`src/rtl/ifid_skid_stage.sv`:
```
// ifid_skid_stage: IF/ID pipeline stage with a 2-entry skid buffer, field pre-decode and a bubble counter
module ifid_skid_stage #(
    parameter int          BPU_IDX_W = 5,
    parameter int          BPU_PC_W  = 32,
    parameter int          CNT_W     = 16,
    parameter logic [31:0] NOP_INSTR = 32'h0000_0000
) (
    input  logic                 clk,
    input  logic                 reset,
    input  logic                 flush,
    input  logic                 in_valid,
    output logic                 in_ready,
    input  logic [31:0]          in_pc,
    input  logic [31:0]          in_instr,
    input  logic [BPU_PC_W-1:0]  in_bpu_pc,
    input  logic [BPU_IDX_W-1:0] in_bpu_idx,
    output logic                 out_valid,
    input  logic                 out_ready,
    output logic [31:0]          id_pc,
    output logic [31:0]          id_pc_4,
    output logic [31:0]          id_instr,
    output logic [31:0]          id_jaddr,
    output logic [15:0]          id_imm,
    output logic [4:0]           id_shamt,
    output logic [4:0]           id_rs_addr,
    output logic [4:0]           id_rt_addr,
    output logic [4:0]           id_rd_addr,
    output logic [BPU_PC_W-1:0]  id_bpu_pc,
    output logic [BPU_IDX_W-1:0] id_bpu_idx,
    output logic [CNT_W-1:0]     bubble_cnt
);
    typedef enum logic [1:0] {EMPTY, ONE, FULL} state_t;
    state_t state;
    logic [31:0] m_pc, m_instr, s_pc, s_instr;
    logic [BPU_PC_W-1:0] m_bpu_pc, s_bpu_pc;
    logic [BPU_IDX_W-1:0] m_bpu_idx, s_bpu_idx;
    logic accept, fire, load_main_in, load_main_skid, load_skid;
    assign in_ready  = state != FULL;
    assign out_valid = state != EMPTY;
    assign accept    = in_valid & in_ready;
    assign fire      = out_valid & out_ready;
    // Loads are suppressed by flush so a flushed cycle never changes held data.
    assign load_main_in   = !flush && accept && (state == EMPTY || (state == ONE && fire));
    assign load_main_skid = !flush && state == FULL && fire;
    assign load_skid      = !flush && state == ONE && accept && !fire;
    // Occupancy tracking; flush overrides any handshake in the same cycle.
    always_ff @(posedge clk or posedge reset) begin
        if (reset) state <= EMPTY;
        else if (flush) state <= EMPTY;
        else begin
            case (state)
                EMPTY:   state <= accept ? ONE : EMPTY;
                ONE:     state <= (accept && !fire) ? FULL : (!accept && fire) ? EMPTY : ONE;
                FULL:    state <= fire ? ONE : FULL;
                default: state <= EMPTY;
            endcase
        end
    end
    // Head entry: loads from fetch directly or promotes the skid entry.
    always_ff @(posedge clk or posedge reset) begin
        if (reset) begin
            m_pc      <= '0;
            m_instr   <= '0;
            m_bpu_pc  <= '0;
            m_bpu_idx <= '0;
        end else if (load_main_in) begin
            m_pc      <= in_pc;
            m_instr   <= in_instr;
            m_bpu_pc  <= in_bpu_pc;
            m_bpu_idx <= in_bpu_idx;
        end else if (load_main_skid) begin
            m_pc      <= s_pc;
            m_instr   <= s_instr;
            m_bpu_pc  <= s_bpu_pc;
            m_bpu_idx <= s_bpu_idx;
        end
    end
    // Skid entry catches the accept that arrives while the head is stalled.
    always_ff @(posedge clk or posedge reset) begin
        if (reset) begin
            s_pc      <= '0;
            s_instr   <= '0;
            s_bpu_pc  <= '0;
            s_bpu_idx <= '0;
        end else if (load_skid) begin
            s_pc      <= in_pc;
            s_instr   <= in_instr;
            s_bpu_pc  <= in_bpu_pc;
            s_bpu_idx <= in_bpu_idx;
        end
    end
    // Saturating count of cycles where decode was ready but had nothing to take.
    always_ff @(posedge clk or posedge reset) begin
        if (reset) bubble_cnt <= '0;
        else if (out_ready && !out_valid && bubble_cnt != '1) bubble_cnt <= bubble_cnt + CNT_W'(1);
    end
    assign id_pc      = out_valid ? m_pc : '0;
    assign id_instr   = out_valid ? m_instr : NOP_INSTR;
    assign id_bpu_pc  = out_valid ? m_bpu_pc : '0;
    assign id_bpu_idx = out_valid ? m_bpu_idx : '0;
    assign id_pc_4    = id_pc + 32'd4;
    assign id_jaddr   = {id_pc[31:28], id_instr[25:0], 2'b00};
    assign id_imm     = id_instr[15:0];
    assign id_shamt   = id_instr[10:6];
    assign id_rs_addr = id_instr[25:21];
    assign id_rt_addr = id_instr[20:16];
    assign id_rd_addr = id_instr[15:11];
endmodule

```
`config.mk`:
```
export PLATFORM = sky130hd
export DESIGN_NAME = ifid_skid_stage
export DESIGN_NICKNAME = d
export VERILOG_FILES = /design/src/rtl/ifid_skid_stage.sv
export SDC_FILE = /design/constraint.sdc
export NUM_CORES = 1
export LEC_CHECK = 0
export BUFFER_PORTS_ARGS = -buffer_cell sky130_fd_sc_hd__buf_4
export CAP_MARGIN = 20
export CORE_AREA = 3 3 162 164
export DETAILED_ROUTE_END_ITERATION = 8
export DIE_AREA = 0 0 165 167
export GPL_TIMING_DRIVEN = 0
export PLACE_DENSITY_LB_ADDON = 0.3
export RECOVER_POWER = 50
export SLEW_MARGIN = 25
export SYNTH_ARGS = -nofsm -noshare
export SYNTH_HDL_FRONTEND = slang
export SYNTH_SLANG_ARGS = --single-unit
```
`constraint.sdc`:
```
create_clock -name clk -period 7.1 [get_ports clk]
set_clock_uncertainty 0.15 [all_clocks]
set_input_delay 0.71 -clock clk [delete_from_list [all_inputs] [get_ports clk]]
set_output_delay 0.71 -clock clk [all_outputs]
set_load 0.02 [all_outputs]
```
==> flow_results.xml, run 1 <==
<?xml version="1.0" encoding="UTF-8"?>
<metrics>
  <group name="cts">
    <metric name="clk_pin_slew" unit="ps">60</metric>
    <metric name="holdBufCountCts" unit="">0</metric>
    <metric name="clock-sinks" unit="">220</metric>
    <metric name="postCtsResizedCells" unit="">0</metric>
    <metric name="cts_htree_levels" unit="">1</metric>
    <metric name="cts_tree" unit="">built</metric>
    <metric name="clockRootBuffer" unit="">sky130_fd_sc_hd__clkbuf_16</metric>
    <metric name="post-cts-setup-buffer-count" unit="">0</metric>
    <metric name="cts_made_buffers" unit="">24</metric>
    <metric name="clk-insertion-delay-late" unit="ps">510</metric>
    <metric name="ctsLongestPathBuffers" unit="">3</metric>
  </group>
  <group name="global_route">
    <metric name="antenna_violations_before_repair" unit="">0</metric>
    <metric name="maximum_number_of_pins_on_one_net_before_global_route_repair" unit="">99</metric>
    <metric name="vias_in_the_first_global_route" unit="">8814</metric>
    <metric name="grt_use_total" unit="">0.222</metric>
    <metric name="grt_first_pass_wirelength" unit="microns">48700</metric>
    <metric name="globalRouteOverflowTotal" unit="">0</metric>
  </group>
  <group name="status">
    <metric name="violations" unit="">max-capacitance violations, max-slew violations</metric>
    <metric name="run_status" unit="">finished, violations left</metric>
  </group>
  <group name="setup_path">
    <metric name="cp_max_fo" unit="">10</metric>
    <metric name="startpoint_type_of_the_worst_setup_path" unit="">register</metric>
    <metric name="timing.reg2reg.setup_slack" unit="ps">4140</metric>
    <metric name="crit_path_cell_trace" unit="">nor2_1 -&gt; inv_1 -&gt; clkbuf_1 -&gt; clkbuf_1 -&gt; and2_1 -&gt; ha_1 -&gt; nand3_1 -&gt; nor3_1 -&gt; nand4_1 -&gt; xnor2_1 -&gt; buf_4</metric>
    <metric name="critical_path.reg2reg.startpoint" unit="">state[0]$_DFF_PP0_</metric>
    <metric name="worst_path_largest_cell_delay" unit="ps">550</metric>
    <metric name="worst-setup-path-type" unit="">register to output pin</metric>
    <metric name="critical_path_arrival" unit="ps">4310</metric>
    <metric name="cp-end-kind" unit="">output pin</metric>
    <metric name="worst_path_required_time" unit="ps">6240</metric>
    <metric name="cp_slowest_cell" unit="">sky130_fd_sc_hd__clkbuf_1</metric>
    <metric name="timing.reg2reg.worst_path_depth" unit="">7</metric>
    <metric name="critical-path-top-cell-by-count" unit="">sky130_fd_sc_hd__clkbuf_1</metric>
    <metric name="endpoint_of_the_most_critical_register_to_register_path" unit="">m_instr[6]$_DFFE_PP0P_</metric>
  </group>
  <group name="power">
    <metric name="cellLeakagePower" unit="nW">6.76</metric>
    <metric name="total_power_consumption" unit="mW">4.06</metric>
    <metric name="seq_power_share" unit="">0.425</metric>
    <metric name="power.ir.vdd_worst" unit="V">0.000199</metric>
    <metric name="power.density_cell_area" unit="nW/um^2">277</metric>
    <metric name="clock_power_share" unit="">0.295</metric>
    <metric name="swShare" unit="">0.308</metric>
    <metric name="p_int" unit="mW">2.81</metric>
    <metric name="total_switching_power" unit="mW">1.25</metric>
    <metric name="comb_power_share" unit="">0.279</metric>
  </group>
  <group name="floorplanning">
    <metric name="width_of_the_die" unit="microns">165</metric>
    <metric name="die_footprint" unit="sq um">27600</metric>
    <metric name="floorplan.core_area" unit="sq um">25000</metric>
    <metric name="initial_core_util" unit="">0.445</metric>
    <metric name="placement_rows" unit="">58</metric>
    <metric name="i_o_pin_cnt" unit="">325</metric>
    <metric name="die-height" unit="microns">167</metric>
  </group>
  <group name="synth">
    <metric name="netlist.top_cell.by_area" unit="">sky130_fd_sc_hd__dfrtp_1</metric>
    <metric name="seq_area_frac_synth" unit="">0.494</metric>
    <metric name="yosysUniqueCellTypes" unit="">40</metric>
    <metric name="postSynth.asyncResetShare" unit="">1.00</metric>
    <metric name="synth-seq-cells" unit="">220</metric>
    <metric name="post_synth_inst_count" unit="">1033</metric>
    <metric name="yosys.area_share.adder" unit="">0.00225</metric>
    <metric name="mean_instance_size_in_the_synthesized_netlist" unit="sq um">10.8</metric>
    <metric name="synth-main-ff-cell" unit="">sky130_fd_sc_hd__dfrtp_1</metric>
    <metric name="synthTopCellsByArea" unit="">sky130_fd_sc_hd__dfrtp_1 (49%), sky130_fd_sc_hd__mux2_2 (10%), sky130_fd_sc_hd__mux2i_1 (8.7%)</metric>
    <metric name="synth_compound_gate_area_share" unit="">0.0589</metric>
    <metric name="synth.mux.area_fraction" unit="">0.190</metric>
    <metric name="yosysWarnings" unit="">0</metric>
    <metric name="synthSimpleGateAreaFrac" unit="">0.143</metric>
    <metric name="yosys.area_share.xor_xnor" unit="">0.0322</metric>
    <metric name="yosys.area.top_type_share" unit="">0.494</metric>
    <metric name="synth-edff-count" unit="">0</metric>
    <metric name="syn-cell-area" unit="sq um">11100</metric>
    <metric name="synth_top_family_by_area" unit="">multiplexers</metric>
  </group>
  <group name="final_layout">
    <metric name="sequential_cell_area" unit="sq um">5510</metric>
    <metric name="final_net_count" unit="">1491</metric>
    <metric name="fraction_of_layout_cells_with_a_size_suffix_above_1" unit="">0.389</metric>
    <metric name="filler_instances" unit="">2199</metric>
    <metric name="antenna_cells_inserted" unit="">0</metric>
    <metric name="multi_input_area" unit="sq um">4730</metric>
    <metric name="area_growth_syn_to_layout" unit="%">31.6</metric>
  </group>
  <group name="timing">
    <metric name="post_route_fraction_of_the_period_consumed_by_the_critical_path" unit="">0.728</metric>
    <metric name="worst_case_setup_margin_in_the_final_layout" unit="ps">1930</metric>
    <metric name="timing_hold_violations_final" unit="">0</metric>
    <metric name="grt_setup_unrepaired" unit="">false</metric>
    <metric name="slew-limit-headroom" unit="">-0.612</metric>
    <metric name="setup_viol" unit="">0</metric>
    <metric name="setup-tns-final" unit="ps">0</metric>
    <metric name="timing.fmax" unit="MHz">193</metric>
    <metric name="worst-slew-pin-transition" unit="ps">2420</metric>
    <metric name="worst_hold_slack" unit="ps">229</metric>
    <metric name="final_max_slew_viol_count" unit="">151</metric>
    <metric name="final_period_minus_worst_setup_slack" unit="ps">5170</metric>
  </group>
  <group name="drt">
    <metric name="drt-wirelength-per-cell" unit="microns">18.2</metric>
    <metric name="vias_per_cell" unit="">5.07</metric>
    <metric name="drc_errors" unit="">0</metric>
    <metric name="post_route_ant_nets" unit="">0</metric>
    <metric name="detailedRoute.firstPassIterationCount" unit="">5</metric>
    <metric name="totalWireLength" unit="microns">31500</metric>
    <metric name="routed-via-count" unit="">8760</metric>
    <metric name="detailedRoute.firstIterationViolations" unit="">462</metric>
  </group>
  <group name="job">
    <metric name="max_cap_violations" unit="">2</metric>
  </group>
  <group name="worst_hold_path">
    <metric name="worstHoldPathType" unit="">input pin to register</metric>
    <metric name="whs_path_depth" unit="">2</metric>
    <metric name="hold_path_startpoint" unit="">flush</metric>
    <metric name="worstHoldEndpoint" unit="">state[0]$_DFF_PP0_</metric>
  </group>
  <group name="place">
    <metric name="post-dp-hpwl" unit="microns">23100</metric>
    <metric name="io_buffer_count" unit="">321</metric>
    <metric name="place_worst_setup_slack" unit="ps">2370</metric>
    <metric name="place_congestion" unit="">0.844</metric>
  </group>
</metrics>
worst max-delay path by stage:
stage / start / to / slack (ps) / cells after the start
global placement: reset / bubble_cnt[13]$_DFFE_PP0P_ / -2340 / 2
CTS: state[0]$_DFF_PP0_ / id_pc_4[30] / 1810 / 11
finish: state[1]$_DFF_PP0_ / id_pc_4[30] / 1930 / 11
floorplan: reset / bubble_cnt[0]$_DFFE_PP0P_ / 220 / 1
global route: state[0]$_DFF_PP0_ / id_pc_4[30] / 1520 / 11
detailed placement: state[0]$_DFF_PP0_ / id_pc_4[30] / 2370 / 11
cells by family after synthesis:
kind of cell / after synthesis
buffers and inverters: 144
xor gates and xnor gates: 41
adders and majority gates: 2
DFF: 220
other: 1
and+or+nand+nor: 301
muxes: 199
AOI/OAI and AO/OA: 125
sequential cells by signal, indices dropped and copies added (netlist names):
register,cells
state,2
bubble_cnt,16
m_pc,32
m_bpu_pc,32
s_bpu_idx,5
s_instr,32
s_bpu_pc,32
m_bpu_idx,5
s_pc,32
m_instr,32
Yosys cell counts, types with 5 or more instances:
master	count
sky130_fd_sc_hd__dfrtp_1	220
sky130_fd_sc_hd__nor2_1	123
sky130_fd_sc_hd__a21oi_1	108
sky130_fd_sc_hd__mux2_2	102
sky130_fd_sc_hd__mux2i_1	97
sky130_fd_sc_hd__and2_1	95
sky130_fd_sc_hd__buf_4	71
sky130_fd_sc_hd__xnor2_1	30
sky130_fd_sc_hd__buf_2	23
sky130_fd_sc_hd__clkbuf_1	19
sky130_fd_sc_hd__nand3_1	18
sky130_fd_sc_hd__nand4_1	16
sky130_fd_sc_hd__inv_1	14
sky130_fd_sc_hd__nand2_1	13
sky130_fd_sc_hd__buf_1	11
sky130_fd_sc_hd__nor3_1	11
sky130_fd_sc_hd__xor2_1	11
sky130_fd_sc_hd__buf_6	6
sky130_fd_sc_hd__nor3b_1	5
sky130_fd_sc_hd__o21ai_0	5
per-stage QoR:
step	std cells	utilization	instance area, sq um
floorplan	1034	-	11100
global placement	1685	0.558	14000
detailed placement	1687	0.561	14000
CTS	1728	0.591	14800
global route	1728	0.586	14700
finish	1728	0.586	14700
worst max-delay path, delay by kind of cell, from the launching register on:
family / cells / cell delay [ps]
adder cells (fa/ha/maj): 1 / 220
buffers and inverters: 4 / 1370
flip-flops: 1 / 420
XOR/XNOR: 1 / 290
AND/OR/NAND/NOR: 5 / 1500
power by group through the flow:
stage | registers (mW) | logic [mW] | clock network, mW
global route | 1.77 | 1.23 | 1.29
finish | 1.73 | 1.13 | 1.20
detailed placement | 1.75 | 1.16 | 0
CTS | 1.73 | 1.17 | 1.23
global placement | 1.73 | 1.13 | 0
floorplan | 1.71 | 0.729 | 0
layout make-up:
type                            instances  share of cell area
Multi-Input combinational cell        670               0.323
Clock inverter                          4             0.00154
Inverter                               14             0.00367
Sequential cell                       220               0.375
Clock buffer                           37              0.0505
Timing Repair Buffer                  323               0.162
Buffer                                130              0.0559
Tap cell                              330              0.0281
layout by cell type, fill, tap and decap left out, types with 8 or more instances in the layout:
cell and count:
sky130_fd_sc_hd__nor2_1 123, sky130_fd_sc_hd__buf_4 375, sky130_fd_sc_hd__clkbuf_16 25, sky130_fd_sc_hd__inv_1 13
sky130_fd_sc_hd__xnor2_1 30, sky130_fd_sc_hd__nor3_1 11, sky130_fd_sc_hd__nand3_1 18, sky130_fd_sc_hd__and2_1 95
sky130_fd_sc_hd__xor2_1 11, sky130_fd_sc_hd__buf_1 8, sky130_fd_sc_hd__clkbuf_1 50, sky130_fd_sc_hd__dfrtp_1 220
sky130_fd_sc_hd__nand4_1 16, sky130_fd_sc_hd__mux2_2 102, sky130_fd_sc_hd__a21oi_1 108, sky130_fd_sc_hd__mux2i_1 97
sky130_fd_sc_hd__buf_2 16, sky130_fd_sc_hd__nand2_1 13
routing by layer:
layer,GRT usage,share of wire,vias to the layer above
li1,-,-,4160
met1,0.280,0.40,4263
met2,0.374,0.49,284
met3,0.0609,0.084,53
met4,0.0584,0.026,0
met5,0,0,-
(Power assumes the default switching activity.)
==> inputs of run 2 (changes only) <==
==> constraint.sdc (replaced) <==
create_clock -name clk -period 5.4 [get_ports clk]
set_clock_uncertainty 0.15 [all_clocks]
set_input_delay 0.54 -clock clk [delete_from_list [all_inputs] [get_ports clk]]
set_output_delay 0.54 -clock clk [all_outputs]
set_load 0.02 [all_outputs]
==> run 2 against run 1 <==
Compared with the run above: first-iteration DRC count is 8.0% higher; sequential power increased by 31%; largest cell class unchanged; highest routed layer unchanged; wire length fell by 1.2%; the run still ends with max-capacitance violations, max-slew violations left; cell count grew 0.69%; hold slack worse by 170 ps.
==> flow_results.xml, run 2 (synthesized netlist as in run 1, its figures left out) <==
<?xml version="1.0" encoding="UTF-8"?>
<metrics>
  <group name="status">
    <metric name="run_status" unit="">finished, violations left</metric>
    <metric name="violations" unit="">max-capacitance violations, max-slew violations</metric>
  </group>
  <group name="timing">
    <metric name="timing_hold_violations_final" unit="">0</metric>
    <metric name="worst_hold_slack" unit="ps">55.6</metric>
    <metric name="final_max_slew_viol_count" unit="">90</metric>
    <metric name="final_period_minus_worst_setup_slack" unit="ps">4810</metric>
    <metric name="worst-slew-pin-transition" unit="ps">1710</metric>
    <metric name="setup-tns-final" unit="ps">0</metric>
    <metric name="setup_viol" unit="">0</metric>
    <metric name="post_route_fraction_of_the_period_consumed_by_the_critical_path" unit="">0.891</metric>
    <metric name="timing.fmax" unit="MHz">208</metric>
    <metric name="grt_setup_unrepaired" unit="">false</metric>
    <metric name="slew-limit-headroom" unit="">-0.139</metric>
  </group>
  <group name="final_layout">
    <metric name="highest_count_cells_in_the_layout_ignoring_fill_and_taps" unit="">sky130_fd_sc_hd__buf_4 (374), sky130_fd_sc_hd__dfrtp_1 (220), sky130_fd_sc_hd__nor2_1 (123), sky130_fd_sc_hd__a21oi_1 (108), sky130_fd_sc_hd__mux2_2 (102)</metric>
    <metric name="leading_cell_type_in_the_layout_fill_and_taps_excluded" unit="">sky130_fd_sc_hd__buf_4</metric>
    <metric name="area_growth_syn_to_layout" unit="%">32.7</metric>
    <metric name="instances_no_fill" unit="">1740</metric>
    <metric name="filler_instances" unit="">2193</metric>
    <metric name="sequential_cell_area" unit="sq um">5510</metric>
    <metric name="final_net_count" unit="">1498</metric>
    <metric name="multi_input_area" unit="sq um">4730</metric>
    <metric name="fraction_of_layout_cells_with_a_size_suffix_above_1" unit="">0.389</metric>
  </group>
  <group name="global_route">
    <metric name="grt_first_pass_wirelength" unit="microns">48300</metric>
    <metric name="vias_in_the_first_global_route" unit="">8774</metric>
    <metric name="maximum_number_of_pins_on_one_net_before_global_route_repair" unit="">33</metric>
    <metric name="grt_use_total" unit="">0.220</metric>
    <metric name="antenna_violations_before_repair" unit="">2</metric>
    <metric name="globalRouteOverflowTotal" unit="">0</metric>
  </group>
  <group name="setup_path">
    <metric name="startpoint_type_of_the_worst_setup_path" unit="">register</metric>
    <metric name="worst_path_required_time" unit="ps">4710</metric>
    <metric name="cp-end-kind" unit="">output pin</metric>
    <metric name="worst-setup-path-type" unit="">register to output pin</metric>
    <metric name="critical_path_arrival" unit="ps">4120</metric>
    <metric name="cp_max_fo" unit="">10</metric>
  </group>
  <group name="cts">
    <metric name="cts_tree" unit="">built</metric>
    <metric name="clock-sinks" unit="">220</metric>
    <metric name="cts_htree_levels" unit="">1</metric>
    <metric name="postCtsResizedCells" unit="">0</metric>
    <metric name="clockRootBuffer" unit="">sky130_fd_sc_hd__clkbuf_16</metric>
    <metric name="clk_pin_slew" unit="ps">60</metric>
    <metric name="ctsLongestPathBuffers" unit="">3</metric>
    <metric name="cts_made_buffers" unit="">25</metric>
    <metric name="clk-insertion-delay-late" unit="ps">510</metric>
  </group>
  <group name="drt">
    <metric name="routed-via-count" unit="">8783</metric>
    <metric name="detailedRoute.firstIterationViolations" unit="">499</metric>
    <metric name="drt-wirelength-per-cell" unit="microns">17.9</metric>
    <metric name="vias_per_cell" unit="">5.05</metric>
    <metric name="totalWireLength" unit="microns">31100</metric>
    <metric name="post_route_ant_nets" unit="">0</metric>
    <metric name="drc_errors" unit="">0</metric>
    <metric name="detailedRoute.firstPassIterationCount" unit="">7</metric>
  </group>
  <group name="floorplanning">
    <metric name="i_o_pin_cnt" unit="">325</metric>
    <metric name="placement_rows" unit="">58</metric>
    <metric name="floorplan.core_area" unit="sq um">25000</metric>
    <metric name="initial_core_util" unit="">0.445</metric>
    <metric name="die_footprint" unit="sq um">27600</metric>
    <metric name="width_of_the_die" unit="microns">165</metric>
    <metric name="die-height" unit="microns">167</metric>
  </group>
  <group name="place">
    <metric name="place_congestion" unit="">0.877</metric>
    <metric name="post-dp-hpwl" unit="microns">22800</metric>
    <metric name="placed_cells_incl_taps" unit="">1692</metric>
    <metric name="io_buffer_count" unit="">321</metric>
  </group>
  <group name="power">
    <metric name="power.ir.vdd_worst" unit="V">0.000233</metric>
    <metric name="power.density_cell_area" unit="nW/um^2">372</metric>
    <metric name="cellLeakagePower" unit="nW">6.81</metric>
  </group>
  <group name="job">
    <metric name="max_cap_violations" unit="">3</metric>
  </group>
  <group name="worst_hold_path">
    <metric name="worstHoldPathType" unit="">input pin to register</metric>
  </group>
</metrics>
==> run 2: cell count changes in the layout (fill, tap and decap cells not counted), sizes merged <==
cell         change
diode            +2
clkbuf           +5
dlygate4sd3      +1
inv              +1
bufinv           +3
==> run 2: per-stage QoR <==
stage	util	setup WS [ps]	power, mW	cell area, sq um
6_report	0.591	587	5.50	14800
5_1_grt	0.591	163	5.79	14800
4_1_cts	0.598	557	5.60	15000
3_5_place_dp	0.564	1170	3.83	14100
3_3_place_gp	0.558	466	3.77	14000
2_1_floorplan	-	1840	3.21	11200
==> run 2: area by class of cell <==
| cell class | count | area share |
|---|---|---|
| Antenna cell | 2 | 0.000338 |
| Buffer | 130 | 0.0555 |
| Clock buffer | 37 | 0.0494 |
| Clock inverter | 8 | 0.00821 |
| Inverter | 14 | 0.00364 |
| Multi-Input combinational cell | 670 | 0.320 |
| Sequential cell | 220 | 0.372 |
| Tap cell | 330 | 0.0279 |
| Timing Repair Buffer | 329 | 0.163 |
==> run 2: critical path, cell delays in order (launching register included) <==
cell,delay (ps)
sky130_fd_sc_hd__dfrtp_1,430
sky130_fd_sc_hd__nor2_1,170
sky130_fd_sc_hd__inv_1,140
sky130_fd_sc_hd__clkbuf_1,400
sky130_fd_sc_hd__clkbuf_1,590
sky130_fd_sc_hd__and2_1,270
sky130_fd_sc_hd__ha_1,200
sky130_fd_sc_hd__nand3_1,290
sky130_fd_sc_hd__nor3_1,510
sky130_fd_sc_hd__nand3_1,160
sky130_fd_sc_hd__xnor2_1,250
sky130_fd_sc_hd__buf_4,190
==> run 2: repair_timing <==
action,in CTS,in global routing
hold buffers,1,0
buffers inserted,0,0
endpoints found under the hold margin,18,0
==> run 2: per-layer routing <==
metal	part of all wire	GRT usage	routed length, microns	vias up
li1	-	-	-	4174
met1	0.40	0.280	12500	4263
met2	0.49	0.365	15100	293
met3	0.084	0.0587	2630	53
met4	0.029	0.0667	890	0
met5	0	0	0	-
==> run 2: where the power goes <==
part	switching [mW]	internal (mW)
logic	0.760	0.728
clock network	0.660	1.08
registers	0.242	2.03
==> run 2: final timing paths <==
kind,from,cells after the start,end,slack (ps)
max in group asynchronous,reset,7,m_instr[13]$_DFFE_PP0P_,880
hold / removal,flush,2,state[0]$_DFF_PP0_,60
min in group asynchronous,reset,3,s_bpu_idx[1]$_DFFE_PP0P_,570
setup / recovery,state[1]$_DFF_PP0_,11,id_pc_4[24],590
setup reg to reg,state[1]$_DFF_PP0_,6,s_pc[31]$_DFFE_PP0P_,2510
hold reg to reg,s_bpu_pc[3]$_DFFE_PP0P_,1,s_bpu_pc[3]$_DFFE_PP0P_,350
